### src/rtl/servo_ramp_sequencer_if.sv
// Command and servo-load signal bundle for servo_ramp_sequencer.
// Handshake: a command transfers on a rising CLOCK edge where CMD_VALID and
// CMD_READY are both high. While CMD_VALID is high and CMD_READY is low, the
// master holds CMD_CHANNEL/CMD_TARGET/CMD_STEP stable. CMD_READY does not
// depend on CMD_VALID.
interface servo_ramp_sequencer_if #(
  parameter int NO_OF_CHANNEL    = 4,
  parameter int ADDRESS_WIDTH    = (NO_OF_CHANNEL > 1) ? $clog2(NO_OF_CHANNEL) : 1,
  parameter int DUTY_CYCLE_WIDTH = 8
);
  logic                        CMD_VALID;
  logic                        CMD_READY;
  logic [ADDRESS_WIDTH-1:0]    CMD_CHANNEL;
  logic [DUTY_CYCLE_WIDTH-1:0] CMD_TARGET;
  logic [DUTY_CYCLE_WIDTH-1:0] CMD_STEP;
  logic                        LOAD_SIGNAL;
  logic [ADDRESS_WIDTH-1:0]    SERVO_SELECTOR;
  logic [DUTY_CYCLE_WIDTH-1:0] DUTY_CYCLE_CONTROL;
  logic [NO_OF_CHANNEL-1:0]    CHANNEL_SETTLED;
  logic                        BUSY;

  modport master (
    output CMD_VALID, CMD_CHANNEL, CMD_TARGET, CMD_STEP,
    input  CMD_READY, LOAD_SIGNAL, SERVO_SELECTOR, DUTY_CYCLE_CONTROL,
           CHANNEL_SETTLED, BUSY
  );

  modport slave (
    input  CMD_VALID, CMD_CHANNEL, CMD_TARGET, CMD_STEP,
    output CMD_READY, LOAD_SIGNAL, SERVO_SELECTOR, DUTY_CYCLE_CONTROL,
           CHANNEL_SETTLED, BUSY
  );
endinterface

### src/rtl/servo_ramp_sequencer.sv
// Servo ramp sequencer: on every update tick, walks all channels and moves
// each unsettled channel one bounded step toward its target, issuing a held
// LOAD_SIGNAL strobe to the downstream N-channel servo controller per step.
module servo_ramp_sequencer #(
  parameter int NO_OF_CHANNEL    = 4,
  parameter int ADDRESS_WIDTH    = (NO_OF_CHANNEL > 1) ? $clog2(NO_OF_CHANNEL) : 1,
  parameter int DUTY_CYCLE_WIDTH = 8,
  parameter int CLOCK_FREQUENCY  = 50000000,
  parameter int UPDATE_RATE      = 50,
  parameter int LOAD_HOLD_CYCLES = 4,
  parameter int RESET_DUTY       = 128
) (
  input  logic                  CLOCK,
  input  logic                  RESET,
  servo_ramp_sequencer_if.slave bus,
  output logic [1:0]            dbg_state
);

  localparam int AW          = ADDRESS_WIDTH;
  localparam int DW          = DUTY_CYCLE_WIDTH;
  localparam int TICK_PERIOD = (CLOCK_FREQUENCY / UPDATE_RATE > 0) ? CLOCK_FREQUENCY / UPDATE_RATE : 1;
  localparam int TCW         = (TICK_PERIOD > 1) ? $clog2(TICK_PERIOD) : 1;
  localparam int HOLD        = (LOAD_HOLD_CYCLES < 1) ? 1 : LOAD_HOLD_CYCLES;
  localparam int HCW         = (HOLD > 1) ? $clog2(HOLD) : 1;

  localparam logic [DW-1:0]  RST_DUTY  = DW'(RESET_DUTY);
  localparam logic [AW-1:0]  LAST_IDX  = AW'(NO_OF_CHANNEL - 1);
  localparam logic [TCW-1:0] TICK_LAST = TCW'(TICK_PERIOD - 1);
  localparam logic [HCW-1:0] HOLD_LAST = HCW'(HOLD - 1);

  typedef enum logic [1:0] {
    ST_IDLE = 2'd0,
    ST_SCAN = 2'd1,
    ST_LOAD = 2'd2,
    ST_GAP  = 2'd3
  } state_t;

  state_t                   state_q, state_d;
  logic [TCW-1:0]           tick_cnt_q, tick_cnt_d;
  logic [AW-1:0]            idx_q, idx_d;
  logic [HCW-1:0]           hold_q, hold_d;
  logic                     pending_q, pending_d;
  logic [AW-1:0]            sel_q, sel_d;
  logic [DW-1:0]            duty_q, duty_d;
  logic [NO_OF_CHANNEL-1:0] settled_q, settled_d;
  logic [DW-1:0]            current_q [NO_OF_CHANNEL];
  logic [DW-1:0]            current_d [NO_OF_CHANNEL];
  logic [DW-1:0]            target_q  [NO_OF_CHANNEL];
  logic [DW-1:0]            target_d  [NO_OF_CHANNEL];
  logic [DW-1:0]            step_q    [NO_OF_CHANNEL];
  logic [DW-1:0]            step_d    [NO_OF_CHANNEL];

  logic          tick;
  logic          cmd_ready;
  logic          cmd_fire;
  logic          step_we;
  logic [DW-1:0] cur_sel, tgt_sel, stp_sel;
  logic [DW:0]   mag;
  logic          up;
  logic [DW-1:0] next_duty;

  // Free-running update-rate divider; tick is high on its terminal count.
  always_comb begin
    tick       = (tick_cnt_q == TICK_LAST);
    tick_cnt_d = tick ? '0 : tick_cnt_q + 1'b1;
  end

  // Select the scanned channel's registers and compute its bounded step.
  // The distance is formed one bit wider so neither direction can wrap, and
  // a distance within one step lands exactly on the target.
  always_comb begin
    cur_sel = '0;
    tgt_sel = '0;
    stp_sel = '0;
    for (int i = 0; i < NO_OF_CHANNEL; i++) begin
      if (idx_q == AW'(i)) begin
        cur_sel = current_q[i];
        tgt_sel = target_q[i];
        stp_sel = step_q[i];
      end
    end
    up  = (tgt_sel > cur_sel);
    mag = up ? ({1'b0, tgt_sel} - {1'b0, cur_sel})
             : ({1'b0, cur_sel} - {1'b0, tgt_sel});
    if ((stp_sel == '0) || (mag <= {1'b0, stp_sel})) begin
      next_duty = tgt_sel;
    end else if (up) begin
      next_duty = cur_sel + stp_sel;
    end else begin
      next_duty = cur_sel - stp_sel;
    end
  end

  // Sequencer FSM next-state, command acceptance and channel register updates.
  always_comb begin
    state_d   = state_q;
    idx_d     = idx_q;
    hold_d    = hold_q;
    pending_d = pending_q;
    sel_d     = sel_q;
    duty_d    = duty_q;
    step_we   = 1'b0;

    cmd_ready = (state_q == ST_IDLE) && RESET;
    cmd_fire  = cmd_ready && bus.CMD_VALID;

    // Ticks that land mid-pass collapse into a single deferred pass.
    if (tick && (state_q != ST_IDLE)) begin
      pending_d = 1'b1;
    end

    case (state_q)
      ST_IDLE: begin
        if (tick || pending_q) begin
          state_d   = ST_SCAN;
          idx_d     = '0;
          pending_d = 1'b0;
        end
      end
      ST_SCAN: begin
        if (cur_sel != tgt_sel) begin
          step_we = 1'b1;
          sel_d   = idx_q;
          duty_d  = next_duty;
          hold_d  = '0;
          state_d = ST_LOAD;
        end else if (idx_q == LAST_IDX) begin
          state_d = ST_IDLE;
        end else begin
          idx_d = idx_q + 1'b1;
        end
      end
      ST_LOAD: begin
        if (hold_q == HOLD_LAST) begin
          state_d = ST_GAP;
        end else begin
          hold_d = hold_q + 1'b1;
        end
      end
      ST_GAP: begin
        if (idx_q == LAST_IDX) begin
          state_d = ST_IDLE;
        end else begin
          idx_d   = idx_q + 1'b1;
          state_d = ST_SCAN;
        end
      end
      default: state_d = ST_IDLE;
    endcase

    // Out-of-range command channels match no entry and are dropped.
    for (int i = 0; i < NO_OF_CHANNEL; i++) begin
      current_d[i] = current_q[i];
      target_d[i]  = target_q[i];
      step_d[i]    = step_q[i];
      settled_d[i] = (current_q[i] == target_q[i]);
      if (cmd_fire && (bus.CMD_CHANNEL == AW'(i))) begin
        target_d[i] = bus.CMD_TARGET;
        step_d[i]   = bus.CMD_STEP;
      end
      if (step_we && (idx_q == AW'(i))) begin
        current_d[i] = next_duty;
      end
    end
  end

  // State and datapath registers, asynchronously reset to the rest position.
  always_ff @(posedge CLOCK or negedge RESET) begin
    if (!RESET) begin
      state_q    <= ST_IDLE;
      tick_cnt_q <= '0;
      idx_q      <= '0;
      hold_q     <= '0;
      pending_q  <= 1'b0;
      sel_q      <= '0;
      duty_q     <= RST_DUTY;
      settled_q  <= '1;
      for (int i = 0; i < NO_OF_CHANNEL; i++) begin
        current_q[i] <= RST_DUTY;
        target_q[i]  <= RST_DUTY;
        step_q[i]    <= '0;
      end
    end else begin
      state_q    <= state_d;
      tick_cnt_q <= tick_cnt_d;
      idx_q      <= idx_d;
      hold_q     <= hold_d;
      pending_q  <= pending_d;
      sel_q      <= sel_d;
      duty_q     <= duty_d;
      settled_q  <= settled_d;
      for (int i = 0; i < NO_OF_CHANNEL; i++) begin
        current_q[i] <= current_d[i];
        target_q[i]  <= target_d[i];
        step_q[i]    <= step_d[i];
      end
    end
  end

  // Outputs decode directly from registered state so reset clears them at once.
  always_comb begin
    bus.CMD_READY          = cmd_ready;
    bus.LOAD_SIGNAL        = (state_q == ST_LOAD);
    bus.BUSY               = (state_q != ST_IDLE);
    bus.SERVO_SELECTOR     = sel_q;
    bus.DUTY_CYCLE_CONTROL = duty_q;
    bus.CHANNEL_SETTLED    = settled_q;
    dbg_state              = state_q;
  end

endmodule

### src/flat_wrapper.sv
// flat-port wrapper written by rule: the top's interface ports become plain ports
module servo_ramp_sequencer_flat 
#(
  parameter int NO_OF_CHANNEL    = 4,
  parameter int ADDRESS_WIDTH    = (NO_OF_CHANNEL > 1) ? $clog2(NO_OF_CHANNEL) : 1,
  parameter int DUTY_CYCLE_WIDTH = 8,
  parameter int CLOCK_FREQUENCY  = 50000000,
  parameter int UPDATE_RATE      = 50,
  parameter int LOAD_HOLD_CYCLES = 4,
  parameter int RESET_DUTY       = 128
)
  (CLOCK, RESET, dbg_state, bus_CMD_VALID, bus_CMD_CHANNEL, bus_CMD_TARGET, bus_CMD_STEP, bus_CMD_READY, bus_LOAD_SIGNAL, bus_SERVO_SELECTOR, bus_DUTY_CYCLE_CONTROL, bus_CHANNEL_SETTLED, bus_BUSY);
  servo_ramp_sequencer_if #(.NO_OF_CHANNEL(NO_OF_CHANNEL), .ADDRESS_WIDTH(ADDRESS_WIDTH), .DUTY_CYCLE_WIDTH(DUTY_CYCLE_WIDTH)) bus_i ();
  input  logic CLOCK;
  input  logic RESET;
  output logic [1:0] dbg_state;
  input wire logic [$bits(bus_i.CMD_VALID)-1:0] bus_CMD_VALID;
  input wire logic [$bits(bus_i.CMD_CHANNEL)-1:0] bus_CMD_CHANNEL;
  input wire logic [$bits(bus_i.CMD_TARGET)-1:0] bus_CMD_TARGET;
  input wire logic [$bits(bus_i.CMD_STEP)-1:0] bus_CMD_STEP;
  output wire logic [$bits(bus_i.CMD_READY)-1:0] bus_CMD_READY;
  output wire logic [$bits(bus_i.LOAD_SIGNAL)-1:0] bus_LOAD_SIGNAL;
  output wire logic [$bits(bus_i.SERVO_SELECTOR)-1:0] bus_SERVO_SELECTOR;
  output wire logic [$bits(bus_i.DUTY_CYCLE_CONTROL)-1:0] bus_DUTY_CYCLE_CONTROL;
  output wire logic [$bits(bus_i.CHANNEL_SETTLED)-1:0] bus_CHANNEL_SETTLED;
  output wire logic [$bits(bus_i.BUSY)-1:0] bus_BUSY;
  assign bus_i.CMD_VALID = bus_CMD_VALID;
  assign bus_i.CMD_CHANNEL = bus_CMD_CHANNEL;
  assign bus_i.CMD_TARGET = bus_CMD_TARGET;
  assign bus_i.CMD_STEP = bus_CMD_STEP;
  assign bus_CMD_READY = bus_i.CMD_READY;
  assign bus_LOAD_SIGNAL = bus_i.LOAD_SIGNAL;
  assign bus_SERVO_SELECTOR = bus_i.SERVO_SELECTOR;
  assign bus_DUTY_CYCLE_CONTROL = bus_i.DUTY_CYCLE_CONTROL;
  assign bus_CHANNEL_SETTLED = bus_i.CHANNEL_SETTLED;
  assign bus_BUSY = bus_i.BUSY;
  servo_ramp_sequencer #(.NO_OF_CHANNEL(NO_OF_CHANNEL), .ADDRESS_WIDTH(ADDRESS_WIDTH), .DUTY_CYCLE_WIDTH(DUTY_CYCLE_WIDTH), .CLOCK_FREQUENCY(CLOCK_FREQUENCY), .UPDATE_RATE(UPDATE_RATE), .LOAD_HOLD_CYCLES(LOAD_HOLD_CYCLES), .RESET_DUTY(RESET_DUTY)) u_core (.CLOCK(CLOCK), .RESET(RESET), .bus(bus_i), .dbg_state(dbg_state));
endmodule
### config.mk
export PLATFORM = sky130hd
export DESIGN_NAME = servo_ramp_sequencer_flat
export DESIGN_NICKNAME = d
export VERILOG_FILES = /design/src/rtl/servo_ramp_sequencer_if.sv /design/src/rtl/servo_ramp_sequencer.sv /design/src/flat_wrapper.sv
export SDC_FILE = /design/constraint.sdc
export NUM_CORES = 1
export LEC_CHECK = 0
export CAP_MARGIN = 0
export CELL_PAD_IN_SITES_DETAIL_PLACEMENT = 0
export CELL_PAD_IN_SITES_GLOBAL_PLACEMENT = 2
export CORE_MARGIN = 2
export CORE_UTILIZATION = 42
export DETAILED_ROUTE_END_ITERATION = 12
export PLACE_DENSITY = 0.92
export SLEW_MARGIN = 20
export SYNTH_ARGS = -nofsm -noshare
export SYNTH_HDL_FRONTEND = slang
export SYNTH_SLANG_ARGS = --single-unit
### constraint.sdc
create_clock -name CLOCK -period 13.8 [get_ports CLOCK]
set_clock_uncertainty 0.05 [all_clocks]
set_input_delay 2.76 -clock CLOCK [delete_from_list [all_inputs] [get_ports CLOCK]]
set_output_delay 2.76 -clock CLOCK [all_outputs]
set_load 0.05 [all_outputs]
; Word-level counts from Yosys, hierarchy flattened
; Cells that the tools add are included.
[totals]
ff_bits = 137
in_bits = 21
out_inout_bits = 19
elab_cells = 109
[op_classes]
n_addsub = 7
n_lt_le_gt_ge = 2
eq_ne = 22
muxes = 34
n_reduce_logical = 24
[op_table]
columns = operator, count
row1 = 8-bit two-way mux, 14
row2 = 8-bit == test, 4
row3 = "20-bit by 1-bit adder with 20-bit output, second input constant", 1
row4 = "20-bit == test, second input constant", 1
row5 = 20-bit two-way mux, 1
row6 = 2-bit two-way mux, 9
row7 = 8-bit by 8-bit subtractor with 9-bit output, 2
row8 = "2-bit == test, second input constant", 7
row9 = 1-bit logical AND, 11
row10 = 9-bit by 8-bit <= comparator with 1-bit output, 1
row11 = 9-bit two-way mux, 1
row12 = 3-bit AND reduction, 3
row13 = 8-bit adder, 1
row14 = 8-bit > comparator, 1
row15 = 8-bit logical NOT, 1
row16 = 8-bit != test, 1
row17 = 2-bit case mux with 4 select lines, 1
row18 = 8-bit subtractor, 1
row19 = "2-bit by 1-bit == test with 1-bit output, second input constant", 3
row20 = 2-bit logical NOT, 3
row21 = 1-bit two-way mux, 6
row22 = "2-bit != test, second input constant", 3
row23 = 2-bit case mux with 3 select lines, 1
row24 = "2-bit by 1-bit adder with 2-bit output, second input constant", 2
row25 = 7 further kinds, 10

; Logic depth before layout (Yosys ltp)
; Gate-level depths: netlist (run 1).
[depth]
ltp_word = 10
ltp_mapped = 30
depth_no_buf = 27

; Worst setup path before layout (run 1)
; Ideal clock, no wire load.
[synth_path]
path_kind = input-to-output
from = input port RESET
to = output port bus_CMD_READY
arrival_ns = 3.199
required_ns = 10.990
slack_ns = 7.791
cell_stages = 1
path_buffers = 0
cell_sequence = and2_1
[synth_via]
elab_chain_cells = 1
[synth_rtl]
columns = item, line
row1 = from (decl), flat_wrapper.sv:15  ; input logic RESET;
row2 = 1-bit logical AND, servo_ramp_sequencer.sv:104  ; cmd_ready = (state_q == ST_IDLE) && RESET;
row3 = to (decl), flat_wrapper.sv:21  ; output wire logic [$bits(bus_i.CMD_READY)-1:0] bus_CMD_READY;
; No other way between the ends.

; Final worst setup path (run 1)
; Same ends and word-level chain as after synthesis.

==> results of run 1 <==
synth_stat cells (18+ instances only):
| cell type | number |
|---|---|
| nand2_1 | 106 |
| o21ai_1 | 43 |
| dfrtp_1 | 124 |
| clkbuf_1 | 18 |
| inv_1 | 25 |
| xor2_1 | 18 |
| nor2_1 | 72 |
| ha_1 | 38 |
| mux2_2 | 66 |
| xnor2_1 | 49 |
| a21oi_1 | 54 |
| o21ai_0 | 30 |
per-stage QoR:
stage	setup slack (ns)	instances
after floorplan	7.79	809
after global placement	6.74	1054
after detailed placement	6.72	1054
after CTS	6.73	1086
after global routing	6.49	1086
final	6.78	1086
flip-flops by register name (all words and copies together), names as in the netlist, 4 cells and up, named ones only:
signal                         cells
u_core.tick_cnt_q                 20
u_core.current_q                  32
u_core.bus.CHANNEL_SETTLED         4
u_core.bus.DUTY_CYCLE_CONTROL      8
u_core.target_q                   32
u_core.step_q                     32
routing by layer:
| layer | part of all wire (%) | global-route usage (%) | wire length, microns | vias up |
|---|---|---|---|---|
| li1 | - | - | - | 2850 |
| met1 | 52 | 27.6 | 9250 | 2718 |
| met4 | 1.1 | 4.74 | 192 | 0 |
| met2 | 45 | 29.3 | 8030 | 70 |
| met5 | 0 | 0 | 0 | - |
| met3 | 2.3 | 2.92 | 420 | 14 |
worst max-delay path: stages:
cell             delay, ns
buf_6                 0.39
and2_1                0.24
clkdlybuf4s50_1       0.81
layout make-up:
cell class / instances / area (sq um) / share of cell area (%)
clock inverter: 15 / 168 / 1.85
inverter: 25 / 93.8 / 1.04
clock buffer: 17 / 425 / 4.69
multi-input combinational: 613 / 4200 / 46.3
timing repair buffer: 45 / 440 / 4.86
tap: 234 / 293 / 3.23
sequential: 137 / 3440 / 38.0
cell families after synthesis:
family | count (synthesis)
fa+ha+maj | 41
mux | 78
simple gates | 256
buf+inv | 59
compound gates | 170
xor+xnor | 68
flops | 137
worst paths after layout:
check / startpoint / end / cells past startpoint
max in group asynchronous: RESET / u_core.bus.DUTY_CYCLE_CONTROL[6]$_DFFE_PN0P_ / 2
max: RESET / bus_CMD_READY / 3
min reg2reg: u_core.bus.DUTY_CYCLE_CONTROL[7]$_DFFE_PN1P_ / u_core.bus.DUTY_CYCLE_CONTROL[7]$_DFFE_PN1P_ / 2
min: u_core.bus.DUTY_CYCLE_CONTROL[7]$_DFFE_PN1P_ / u_core.bus.DUTY_CYCLE_CONTROL[7]$_DFFE_PN1P_ / 2
min in group asynchronous: RESET / u_core.tick_cnt_q[11]$_DFF_PN0_ / 1
max reg2reg: u_core.idx_q[1]$_DFFE_PN0P_ / u_core.current_q[27]$_DFFE_PN0P_ / 27
power by group through the flow:
stage | clock (mW) | combinational, mW | sequential [mW]
6_report | 0.450 | 0.426 | 0.476
5_1_grt | 0.473 | 0.477 | 0.482
4_1_cts | 0.459 | 0.429 | 0.476
3_5_place_dp | 0 | 0.425 | 0.483
3_3_place_gp | 0 | 0.424 | 0.481
2_1_floorplan | 0 | 0.312 | 0.476
==> flow_metrics.py, run 1 <==
metrics = {
    "synth": {
        "synth-edff-count": 0,
        "ys.flop_type": "dfrtp_1",
        "synthTopCellsByArea": "dfrtp_1 39%, mux2_2 9.4%, ha_1 6.0%",
        "yosysTopAreaCell": "dfrtp_1",
        "syn_nets": 871,
        "synth.ff_latch_count": 137,
        "async_flop_share_pct": 100,
        "synth_compound_area_share_pct": 13.0,
        "synthAdderAreaFrac_pct": 6.79,
        "synth-simple-area-share_pct": 14.8,
        "synth_area_sq_um": 7890,
        "syn_inst": 809,
        "syn_area_per_cell_sq_um": 9.75,
        "yosysUniqueCellTypes": 61,
        "ys_seq_area_share_pct": 43.7,
        "synth_top_family_by_area": "simple AND/OR/NAND/NOR gates",
        "yosys-mux-area-fraction_pct": 11.0,
        "synth.top_cell.area_share_pct": 39.3,
        "yosys_warnings": 0,
        "synthXorXnorAreaFrac_pct": 7.72,
    },
    "clock_network": {
        "cts_resized": 0,
        "cts_tree": "done",
        "cts.sinks": 137,
        "insertion_delay_ns": 0.42,
        "cts.path.max_buffers": 2,
        "cts.reportedPaths.clkPinSlew_ns": 0.06,
        "cts_setup_buffers": 0,
        "ctsHoldBuffers": 0,
        "clockRootBuffer": "clkbuf_16",
        "cts_max_level": 4,
        "cts-buffers-inserted": 17,
    },
    "finish": {
        "fin_util_pct": 48.8,
        "syn2layout_area_growth_pct": 14.9,
        "fin_nets": 901,
        "final_common_cell": "dfrtp_1",
        "design_area_sq_um": 9070,
        "drive_gt1_share_pct": 15.3,
        "layout_common_cells": "124 x dfrtp_1, 106 x nand2_1, 72 x nor2_1",
        "n_fill_cell": 1705,
        "diodes": 0,
    },
    "critical_path": {
        "cp.required_ns": 10.99,
        "arrival_ns": 4.21,
        "path_class": "primary input to primary output",
        "cp-end-kind": "primary output",
        "start_kind": "primary input",
        "worst-r2r-setup-slack_ns": 7.06,
        "critPathMaxFanout": 56,
    },
    "detailed_routing": {
        "drtAntennaViolNets": 0,
        "via_count": 5652,
        "wl_per_cell_microns": 16.5,
        "drt_iter0_drc": 289,
        "wirelength_microns": 17900,
        "drtPass1Iterations": 5,
        "drc": 0,
        "viasPerCell": 5.20,
    },
    "power": {
        "power_switching_mw": 0.456,
        "sw_frac_of_total_pct": 33.7,
        "worst_ir_drop_vdd_uv": 87.9,
        "comb_power_share_pct": 31.5,
        "seqPwrFrac_pct": 35.2,
        "p_total_mw": 1.35,
        "clock_power_share_pct": 33.3,
        "power_density_nw_per_um2": 149,
        "p_leak_nw": 3.98,
        "p_int_mw": 0.896,
    },
    "job": {
        "cap_violations": 0,
    },
    "global_route": {
        "overflow": 0,
        "grt_max_degree": 84,
        "grt_pass1_vias": 5544,
        "grt_pass1_wl_microns": 29600,
        "grt_usage_pct": 18.8,
        "antenna_found_initial": 0,
    },
    "floorplanning": {
        "die-area_sq_um": 19900,
        "die_y_microns": 141,
        "initial_core_util_pct": 42.5,
        "io_pins": 40,
        "row_count": 50,
        "die_w_microns": 141,
        "core-area_sq_um": 18600,
    },
    "run_status": {
        "status": "completed",
    },
    "timing": {
        "hold_viol_final": 0,
        "rsz0062_at_grt": "no",
        "worst_slew_pin_slew_ns": 1.05,
        "min_period_over_period_pct": 50.9,
        "min_period_ns": 7.02,
        "setup_violations": 0,
        "whs_ns": 0.419,
        "max_freq_mhz": 142,
        "setup-tns-final_ns": 0,
        "slew_headroom_pct": 30.0,
        "slew_violations": 0,
    },
    "placed_design": {
        "gp_congestion": 0.771,
        "hpwl_microns": 13100,
        "io_buffers": 39,
        "placed_area_sq_um": 8470,
    },
    "min_path": {
        "hold_class": "register to register",
    },
}
(Power assumes the default switching activity.)
==> run 2, diff against run 1 <==
--- a/config.mk
+++ b/config.mk
@@ -9,9 +9,9 @@
 export CELL_PAD_IN_SITES_DETAIL_PLACEMENT = 0
 export CELL_PAD_IN_SITES_GLOBAL_PLACEMENT = 2
 export CORE_MARGIN = 2
-export CORE_UTILIZATION = 42
+export CORE_UTILIZATION = 36
 export DETAILED_ROUTE_END_ITERATION = 12
-export PLACE_DENSITY = 0.92
+export PLACE_DENSITY = 0.84
 export SLEW_MARGIN = 20
 export SYNTH_ARGS = -nofsm -noshare
 export SYNTH_HDL_FRONTEND = slang
==> constraint.sdc (replaced) <==
create_clock -name CLOCK -period 6.4 [get_ports CLOCK]
set_clock_uncertainty 0.05 [all_clocks]
set_input_delay 1.28 -clock CLOCK [delete_from_list [all_inputs] [get_ports CLOCK]]
set_output_delay 1.28 -clock CLOCK [all_outputs]
set_load 0.05 [all_outputs]
==> flow_metrics.py, run 2 (synthesis results as in run 1) <==
metrics = {
    "run_status": {
        "status": "completed",
    },
    "critical_path": {
        "cp-end-kind": "register",
        "critPathBufInv": 4,
        "reg2reg_from": "u_core.idx_q[0]$_DFFE_PN0P_",
        "cp_top_family": "compound AO/OA/AOI/OAI gates",
        "arrival_ns": 6.12,
        "critPathMaxFanout": 13,
        "path_class": "register to register",
        "worstReg2RegEnd": "u_core.current_q[31]$_DFFE_PN1P_",
        "worst-r2r-setup-slack_ns": 0.57,
        "slowest_stage": "xnor3_1",
        "start_kind": "register",
        "reg2reg_depth": 26,
        "cp.required_ns": 6.69,
        "max_stage_delay_ns": 0.47,
        "cp-startpoint": "u_core.idx_q[0]$_DFFE_PN0P_",
    },
    "detailed_routing": {
        "drc": 0,
        "viasPerCell": 5.00,
        "wirelength_microns": 19400,
        "drtAntennaViolNets": 0,
        "via_count": 5755,
        "drtPass1Iterations": 5,
        "wl_per_cell_microns": 16.8,
        "drt_iter0_drc": 349,
    },
    "min_path": {
        "min_from": "u_core.bus.DUTY_CYCLE_CONTROL[7]$_DFFE_PN1P_",
        "hold_class": "register to register",
        "holdPathStages": 2,
        "whs_endpoint": "u_core.bus.DUTY_CYCLE_CONTROL[7]$_DFFE_PN1P_",
    },
    "floorplanning": {
        "die-area_sq_um": 23100,
        "core-area_sq_um": 21700,
        "row_count": 54,
        "io_pins": 40,
        "die_y_microns": 152,
        "initial_core_util_pct": 36.4,
        "die_w_microns": 152,
    },
    "finish": {
        "syn2layout_area_growth_pct": 18.6,
        "ff_latch_area_sq_um": 3440,
        "fin_nets": 921,
        "drive_gt1_share_pct": 17.9,
        "n_fill_cell": 2102,
        "diodes": 0,
        "largestRegisters": "u_core.current_q: 32 flops, u_core.step_q: 32 flops, u_core.target_q: 32 flops",
        "layout_common_cells": "124 x dfrtp_1, 106 x nand2_1, 72 x nor2_1",
        "multiInputGateArea_sq_um": 4230,
        "final_common_cell": "dfrtp_1",
    },
    "global_route": {
        "grt_pass1_wl_microns": 32100,
        "grt_usage_pct": 17.5,
        "grt_max_degree": 89,
        "grt_pass1_vias": 5625,
        "overflow": 0,
        "antenna_found_initial": 0,
    },
    "clock_network": {
        "insertion_delay_ns": 0.43,
        "cts_tree": "done",
        "cts-buffers-inserted": 17,
        "cts.sinks": 137,
        "cts.path.max_buffers": 2,
        "cts.reportedPaths.clkPinSlew_ns": 0.06,
        "clockRootBuffer": "clkbuf_16",
        "cts_max_level": 4,
    },
    "timing": {
        "worst_slew_pin_slew_ns": 1.08,
        "setup_ws_ns": 0.572,
        "max_freq_mhz": 172,
        "min_period_ns": 5.83,
        "slew_violations": 0,
        "hold_viol_final": 0,
        "setup-tns-final_ns": 0,
        "slew_headroom_pct": 28.0,
        "setup_violations": 0,
        "rsz0062_at_grt": "no",
        "min_period_over_period_pct": 91.1,
    },
    "power": {
        "power_density_nw_per_um2": 336,
        "p_leak_nw": 4.10,
        "worst_ir_drop_vdd_uv": 161,
    },
    "job": {
        "cap_violations": 0,
    },
    "placed_design": {
        "io_buffers": 39,
        "pre_cts_slack_ns": 0.126,
        "gp_congestion": 0.853,
        "hpwl_microns": 14500,
    },
}
[run 2: cell count changes in the layout (fill, tap and decap cells not counted), sizes merged]
cell,change
buf,+20
clkinv,-2
bufinv,+1
clkinvlp,+1
[run 2: final cells by class]
type                            count  share of cell area (%)
Inverter                           25                    1.00
Multi-Input combinational cell    613                    45.3
Clock inverter                     15                    2.07
Tap cell                          280                    3.75
Clock buffer                       17                    4.55
Sequential cell                   137                    36.8
Timing Repair Buffer               65                    6.54
[run 2: through the flow]
step	total power [mW]	utilization (%)	cells	cell area [sq um]	hold WS, ns
finish	3.14	43.1	1152	9350	0.417
global route	3.32	43.1	1152	9350	0.444
CTS	3.08	42.7	1148	9270	0.415
detailed placement	2.04	39.9	1116	8650	0.405
global placement	2.05	39.9	1116	8650	0.401
floorplan	1.70	-	809	7890	0.388
[run 2: worst max-delay path by stage]
stage,end,cells past startpoint
after floorplan,u_core.current_q[24]$_DFFE_PN0P_,30
after CTS,u_core.current_q[29]$_DFFE_PN0P_,23
final,u_core.current_q[31]$_DFFE_PN1P_,26
after detailed placement,u_core.current_q[29]$_DFFE_PN0P_,23
after global routing,u_core.current_q[21]$_DFFE_PN0P_,30
after global placement,u_core.current_q[26]$_DFFE_PN0P_,23
[run 2: metal layers]
layer  global-route usage, %  wire length, microns  vias to the layer above
li1                        -                     -                     2910
met1                    25.4                  9860                     2742
met2                    26.9                  8810                       80
met3                    2.71                   389                       23
met4                    5.56                   323                        0
met5                       0                     0                        -
[run 2: worst min-delay path: stages (launching register included)]
cell	delay, ns
dfstp_2	0.37
nand2_1	0.04
o21ai_1	0.05
[run 2: repair_timing]
action,4_1_cts,5_1_grt
resized for setup,0,8
hold buffers,0,0
setup buffers,0,4
endpoints found under the setup margin,0,40
[run 2: where the power goes]
group / switching (mW) / internal, mW / total [mW]
clock: 0.411 / 0.621 / 1.03
combinational: 0.583 / 0.494 / 1.08
sequential: 0.0708 / 0.962 / 1.03
total: 1.06 / 2.08 / 3.14
